`src/rtl/reward_source_if.sv`:
```
// reward_source_if: action/reward handshakes plus the host mean-table write port
interface reward_source_if;
    logic       action_valid;
    logic [7:0] action_data;
    logic       action_ready;
    logic       reward_valid;
    logic [7:0] reward_data;
    logic       reward_ready;
    logic       mean_we;
    logic [7:0] mean_addr;
    logic [7:0] mean_data;
    modport master (
        output action_valid, action_data, reward_ready, mean_we, mean_addr, mean_data,
        input  action_ready, reward_valid, reward_data
    );
    modport slave (
        input  action_valid, action_data, reward_ready, mean_we, mean_addr, mean_data,
        output action_ready, reward_valid, reward_data
    );
endinterface

```
`src/rtl/reward_source.sv`:
```
// reward_source: bandit environment returning a per-arm mean plus LFSR noise for each pulled arm
module reward_source #(
    parameter string       INIT        = "",
    parameter logic [15:0] SEED        = 16'hace1,
    parameter logic [15:0] TAPS        = 16'hb400,
    parameter int          NOISE_SHIFT = 4
) (
    input  logic           clock,
    input  logic           reset,
    reward_source_if.slave bus,
    output logic [15:0]    pulls
);
    typedef enum logic [1:0] {IDLE, LOOKUP, SCORE, PRESENT} state_t;
    localparam int SHIFT = NOISE_SHIFT >= 8 ? 0 : NOISE_SHIFT;

    logic [255:0][7:0] table_mem = '0;
    state_t            state, next_state;
    logic [7:0]        arm, mean;
    logic [15:0]       lfsr;
    logic signed [7:0] noise;
    logic [8:0]        sum;

    // state register
    always_ff @(posedge clock) state <= reset ? IDLE : next_state;

    // next state: step through lookup and score, hold in present until the reward is taken
    always_comb next_state = state == IDLE   ? (bus.action_valid ? LOOKUP : IDLE) :
                             state == LOOKUP ? SCORE :
                             state == SCORE  ? PRESENT :
                             bus.reward_ready ? IDLE : PRESENT;

    // handshake outputs decoded from state; reset is the only input reaching action_ready
    always_comb begin
        bus.action_ready = state == IDLE && !reset;
        bus.reward_valid = state == PRESENT;
    end

    // shifted noise and the 9-bit sum whose top two bits disagree exactly on overflow
    always_comb begin
        noise = NOISE_SHIFT >= 8 ? 8'sd0 : $signed(lfsr[7:0]) >>> SHIFT;
        sum   = {mean[7], mean} + {noise[7], noise};
    end

    // free-running Fibonacci LFSR
    always_ff @(posedge clock) lfsr <= reset ? SEED : {lfsr[14:0], ^(lfsr & TAPS)};

    // host writes land in any state; a same-address lookup sees the old word
    always_ff @(posedge clock) begin
        if (bus.mean_we) table_mem[bus.mean_addr] <= bus.mean_data;
        if (state == LOOKUP) mean <= table_mem[arm];
    end

    // arm latch, saturated reward register and saturating pull counter
    always_ff @(posedge clock) begin
        if (reset) begin
            bus.reward_data <= '0;
            pulls           <= '0;
        end else begin
            if (state == IDLE && bus.action_valid) arm <= bus.action_data;
            if (state == SCORE) bus.reward_data <= sum[8] != sum[7] ? {sum[8], {7{~sum[8]}}} : sum[7:0];
            if (bus.reward_valid && bus.reward_ready && pulls != 16'hffff) pulls <= pulls + 1'b1;
        end
    end
endmodule

```
`src/flat_wrapper.sv`:
```
// flat-port wrapper written by rule: the top's interface ports become plain ports
module reward_source_flat 
#(
    parameter string       INIT        = "",
    parameter logic [15:0] SEED        = 16'hace1,
    parameter logic [15:0] TAPS        = 16'hb400,
    parameter int          NOISE_SHIFT = 4
)
  (clock, reset, pulls, bus_action_valid, bus_action_data, bus_reward_ready, bus_mean_we, bus_mean_addr, bus_mean_data, bus_action_ready, bus_reward_valid, bus_reward_data);
  reward_source_if bus_i ();
  input  logic clock;
  input  logic reset;
  output logic [15:0] pulls;
  input wire logic [$bits(bus_i.action_valid)-1:0] bus_action_valid;
  input wire logic [$bits(bus_i.action_data)-1:0] bus_action_data;
  input wire logic [$bits(bus_i.reward_ready)-1:0] bus_reward_ready;
  input wire logic [$bits(bus_i.mean_we)-1:0] bus_mean_we;
  input wire logic [$bits(bus_i.mean_addr)-1:0] bus_mean_addr;
  input wire logic [$bits(bus_i.mean_data)-1:0] bus_mean_data;
  output wire logic [$bits(bus_i.action_ready)-1:0] bus_action_ready;
  output wire logic [$bits(bus_i.reward_valid)-1:0] bus_reward_valid;
  output wire logic [$bits(bus_i.reward_data)-1:0] bus_reward_data;
  assign bus_i.action_valid = bus_action_valid;
  assign bus_i.action_data = bus_action_data;
  assign bus_i.reward_ready = bus_reward_ready;
  assign bus_i.mean_we = bus_mean_we;
  assign bus_i.mean_addr = bus_mean_addr;
  assign bus_i.mean_data = bus_mean_data;
  assign bus_action_ready = bus_i.action_ready;
  assign bus_reward_valid = bus_i.reward_valid;
  assign bus_reward_data = bus_i.reward_data;
  reward_source #(.INIT(INIT), .SEED(SEED), .TAPS(TAPS), .NOISE_SHIFT(NOISE_SHIFT)) u_core (.clock(clock), .reset(reset), .bus(bus_i), .pulls(pulls));
endmodule
```
`config.mk`:
```
export PLATFORM = sky130hd
export DESIGN_NAME = reward_source_flat
export DESIGN_NICKNAME = d
export VERILOG_FILES = /design/src/rtl/reward_source_if.sv /design/src/rtl/reward_source.sv /design/src/flat_wrapper.sv
export SDC_FILE = /design/constraint.sdc
export NUM_CORES = 2
export LEC_CHECK = 0
export ABC_CLOCK_PERIOD_IN_PS = 2300
export CORE_MARGIN = 5
export CORE_UTILIZATION = 40
export CTS_BUF_LIST = sky130_fd_sc_hd__clkbuf_2 sky130_fd_sc_hd__clkbuf_4 sky130_fd_sc_hd__clkbuf_8
export DETAILED_ROUTE_END_ITERATION = 8
export PLACE_DENSITY = 0.59
export SKIP_LAST_GASP = 1
export SYNTH_ARGS = -nofsm -noshare
export SYNTH_HDL_FRONTEND = slang
export SYNTH_SLANG_ARGS = --single-unit
export TNS_END_PERCENT = 100
```
`constraint.sdc`:
```
create_clock -name clock -period 2.3 [get_ports clock]
set_input_delay 0.69 -clock clock [delete_from_list [all_inputs] [get_ports clock]]
set_output_delay 0.69 -clock clock [all_outputs]
set_load 0.1 [all_outputs]
```
==> flow_metrics.env <==
export IMPL_hold_class="in2reg"
export IMPL_rows=165
export IMPL_drt_iter0_drc=4114
export IMPL_worstSkewPairLatency_ns=1.00
export IMPL_num_vias=42900
export IMPL_track_usage_pct=19.6
export IMPL_p_leak_nw=33.3
export IMPL_ys_ff_latch=2106
export IMPL_wl_per_cell_um=26.8
export IMPL_seqPwrFrac_pct=54.0
export IMPL_utilization_pct=49.8
export IMPL_fin_ws_ns=-0.689
export IMPL_synth_nets=3898
export IMPL_setup_viol=14
export IMPL_fin_crit_sh_pct=130
export IMPL_comb_power_share_pct=5.7
export IMPL_die_h_um=460
export IMPL_via_per_inst=5.48
export IMPL_multi_input_area_um2=18300
export IMPL_cp_end_kind="register"
export IMPL_hold_viol_final=0
export IMPL_max_slew_margin_rel_pct=50.5
export IMPL_synth_common_cells="edfxtp_1 (2064), mux4_2 (480), nor2_1 (328)"
export IMPL_cts_tree="built"
export IMPL_clockPowerShare_pct=40.3
export IMPL_cts_path_max_buffers=4
export IMPL_whs_ns=0.146
export IMPL_drc_errors=0
export IMPL_area_growth_pct=24.1
export IMPL_violations="setup timing"
export IMPL_yosysMostFrequentCell="edfxtp_1"
export IMPL_cts_root_buf="clkbuf_8"
export IMPL_grt_use_met2_pct=30.7
export IMPL_avgSynthCellArea_um2=21.0
export IMPL_netlist_area_leader_share_pct=76.5
export IMPL_clkTransAtPathRegs_ns=0.06
export IMPL_yosysUniqueCellTypes=48
export IMPL_top_usage_layer="met2"
export IMPL_synth_yosys_seq_area_share_pct=77.5
export IMPL_drt_first_pass_iters=5
export IMPL_grt_pass1_wl_mm=303
export IMPL_synth_area_um2=81100
export IMPL_grt_pass1_vias=44300
export IMPL_fillers=16400
export IMPL_io_pins=55
export IMPL_synth_edf_count=2064
export IMPL_numCtsBuffers=354
export IMPL_hpwlAfterDp_mm=133
export IMPL_ir_drop_v=0.000400
export IMPL_cap_viol_max_count=0
export IMPL_drtAntennaViolNets=0
export IMPL_p_sw_mw=17.0
export IMPL_gp_congestion=0.837
export IMPL_die_w_um=460
export IMPL_ys_async_sr_fraction_pct=0
export IMPL_p_sw_share_pct=21.7
export IMPL_rsz0062_at_grt="true"
export IMPL_synth_cells=3859
export IMPL_yosys_warnings=0
export IMPL_synthTopCellsByArea="edfxtp_1 (76%), mux4_2 (13%), nor2_1 (1.5%)"
export IMPL_layout_nets=4965
export IMPL_critPathArrivalTime_ns=3.72
export IMPL_min_period_ns=2.99
export IMPL_post_synth_top_area_cell="edfxtp_1"
export IMPL_tightest_slew_ns=0.740
export IMPL_outcome="finished, violations left"
export IMPL_drive_gt1_share_pct=41.1
export IMPL_synth_flop_cell="edfxtp_1"
export IMPL_regArea_um2=62900
export IMPL_grt_use_met3_pct=4.12
export IMPL_die_area_um2=212000
export IMPL_drv_slew=0
export IMPL_antenna_found_initial=12
export IMPL_powerDensity_nw_per_um2=779
export IMPL_wl_mm=210
export IMPL_initial_core_util_pct=40.1
export IMPL_p_int_mw=61.3
export IMPL_worst_setup_path_type="reg2reg"
export IMPL_start_kind="register"
export IMPL_port_buffers=54
export IMPL_core_um2=202000
export IMPL_grt_max_degree=88
export IMPL_crit_required_ns=3.03
export IMPL_clock_sinks=2106
export IMPL_grtUsageMet1_pct=27.9
export IMPL_cts_max_level=5
export IMPL_grt_overflow_total=0
export IMPL_fmax_mhz=335
export IMPL_finClkSkew_ns=0.0633
export IMPL_crit_path_max_fanout=6
per-stage QoR:
stage	cell area (um2)	setup slack, ns	std cells	TNS [ns]	power [mW]
floorplan	81500	-0.0248	3859	-0.243	45.0
global placement	91500	-1.29	7151	-936.26	47.1
detailed placement	91500	-1.36	7151	-965.88	47.1
CTS	100000	-0.664	7816	-6.73	79.0
global route	101000	-0.734	7838	-7.62	81.2
finish	101000	-0.689	7839	-5.40	78.4
timing repair:
action,in CTS,in global routing
cloned,9,3
buffers inserted,60,23
setup endpoints to repair,42,42
resized for setup,254,89
hold endpoints to repair,109,0
pin swaps,32,51
hold buffers,7,0
worst max-delay path, cell delays in order (launching register included):
cell and delay, ns:
edfxtp_1 0.39, buf_6 0.14, buf_12 0.14, buf_12 0.15
buf_4 0.15, mux4_2 0.50, a22o_1 0.28, a221oi_2 0.21
buf_4 0.18, o22ai_2 0.10, nor3_2 0.42, nor3_2 0.07
routing by layer:
metal | up-vias | part of all wire [%]
met5 | - | 0
met4 | 0 | 2.7
met3 | 313 | 7.0
met2 | 1638 | 47
met1 | 22700 | 43
li1 | 18300 | -
cells by family after synthesis:
group | after synthesis | synth area share (%)
flops | 2106 | 77.5
mux | 577 | 14.5
simple gates | 549 | 2.96
compound gates | 367 | 3.15
buf+inv | 230 | 1.46
xor+xnor | 19 | 0.205
fa+ha+maj | 11 | 0.176
final cells by class:
cell class | count | area share [%]
Antenna cell | 4 | 0.00995
Clock buffer | 467 | 5.73
Clock inverter | 126 | 0.781
Inverter | 10 | 0.0373
Multi-Input combinational cell | 1524 | 18.1
Sequential cell | 2106 | 62.5
Tap cell | 2672 | 3.32
Timing Repair Buffer | 930 | 9.47
worst paths after layout:
| kind | slack [ns] | cells past startpoint | endpoint | startpoint |
|---|---|---|---|---|
| max | -0.69 | 11 | u_core.mean[1]$_DFFE_PN_ | u_core.arm[0]$_DFFE_PP_ |
| min | 0.15 | 1 | u_core.table_mem[1920]$_DFFE_PP_ | bus_mean_data[0] |
| max reg2reg | -0.69 | 11 | u_core.mean[1]$_DFFE_PN_ | u_core.arm[0]$_DFFE_PP_ |
| min reg2reg | 0.41 | 1 | u_core.lfsr[15]$_SDFF_PP1_ | u_core.lfsr[14]$_SDFF_PP0_ |
cells in the final DEF, fill, tap and decap left out, types with 22 or more instances in the layout:
cell type,n
edfxtp_1,2064
buf_4,698
mux4_2,480
clkbuf_8,361
nor2_1,320
buf_12,154
clkbuf_4,106
mux2i_1,93
clkinv_1,71
o22ai_1,63
nand2_1,61
clkinv_2,39
a22oi_1,37
a21oi_1,37
a22o_1,33
o22ai_2,29
a211oi_2,23
a211oi_1,22
registers in the layout (all words and copies together) (netlist names):
signal,count
u_core.bus.reward_data,8
u_core.lfsr,16
u_core.table_mem,2048
u_core.arm,8
u_core.pulls,16
u_core.mean,8
u_core.state,2
power groups by stage:
| stage | logic (mW) | registers [mW] | clock network (mW) |
|---|---|---|---|
| 3_3_place_gp | 3.95 | 43.1 | 0 |
| 3_5_place_dp | 4.00 | 43.1 | 0 |
| 4_1_cts | 4.34 | 42.3 | 32.4 |
| 6_report | 4.46 | 42.3 | 31.6 |
| 5_1_grt | 4.69 | 42.3 | 34.2 |
| 2_1_floorplan | 1.76 | 43.2 | 0 |
Power figures use the tool's default switching activity.
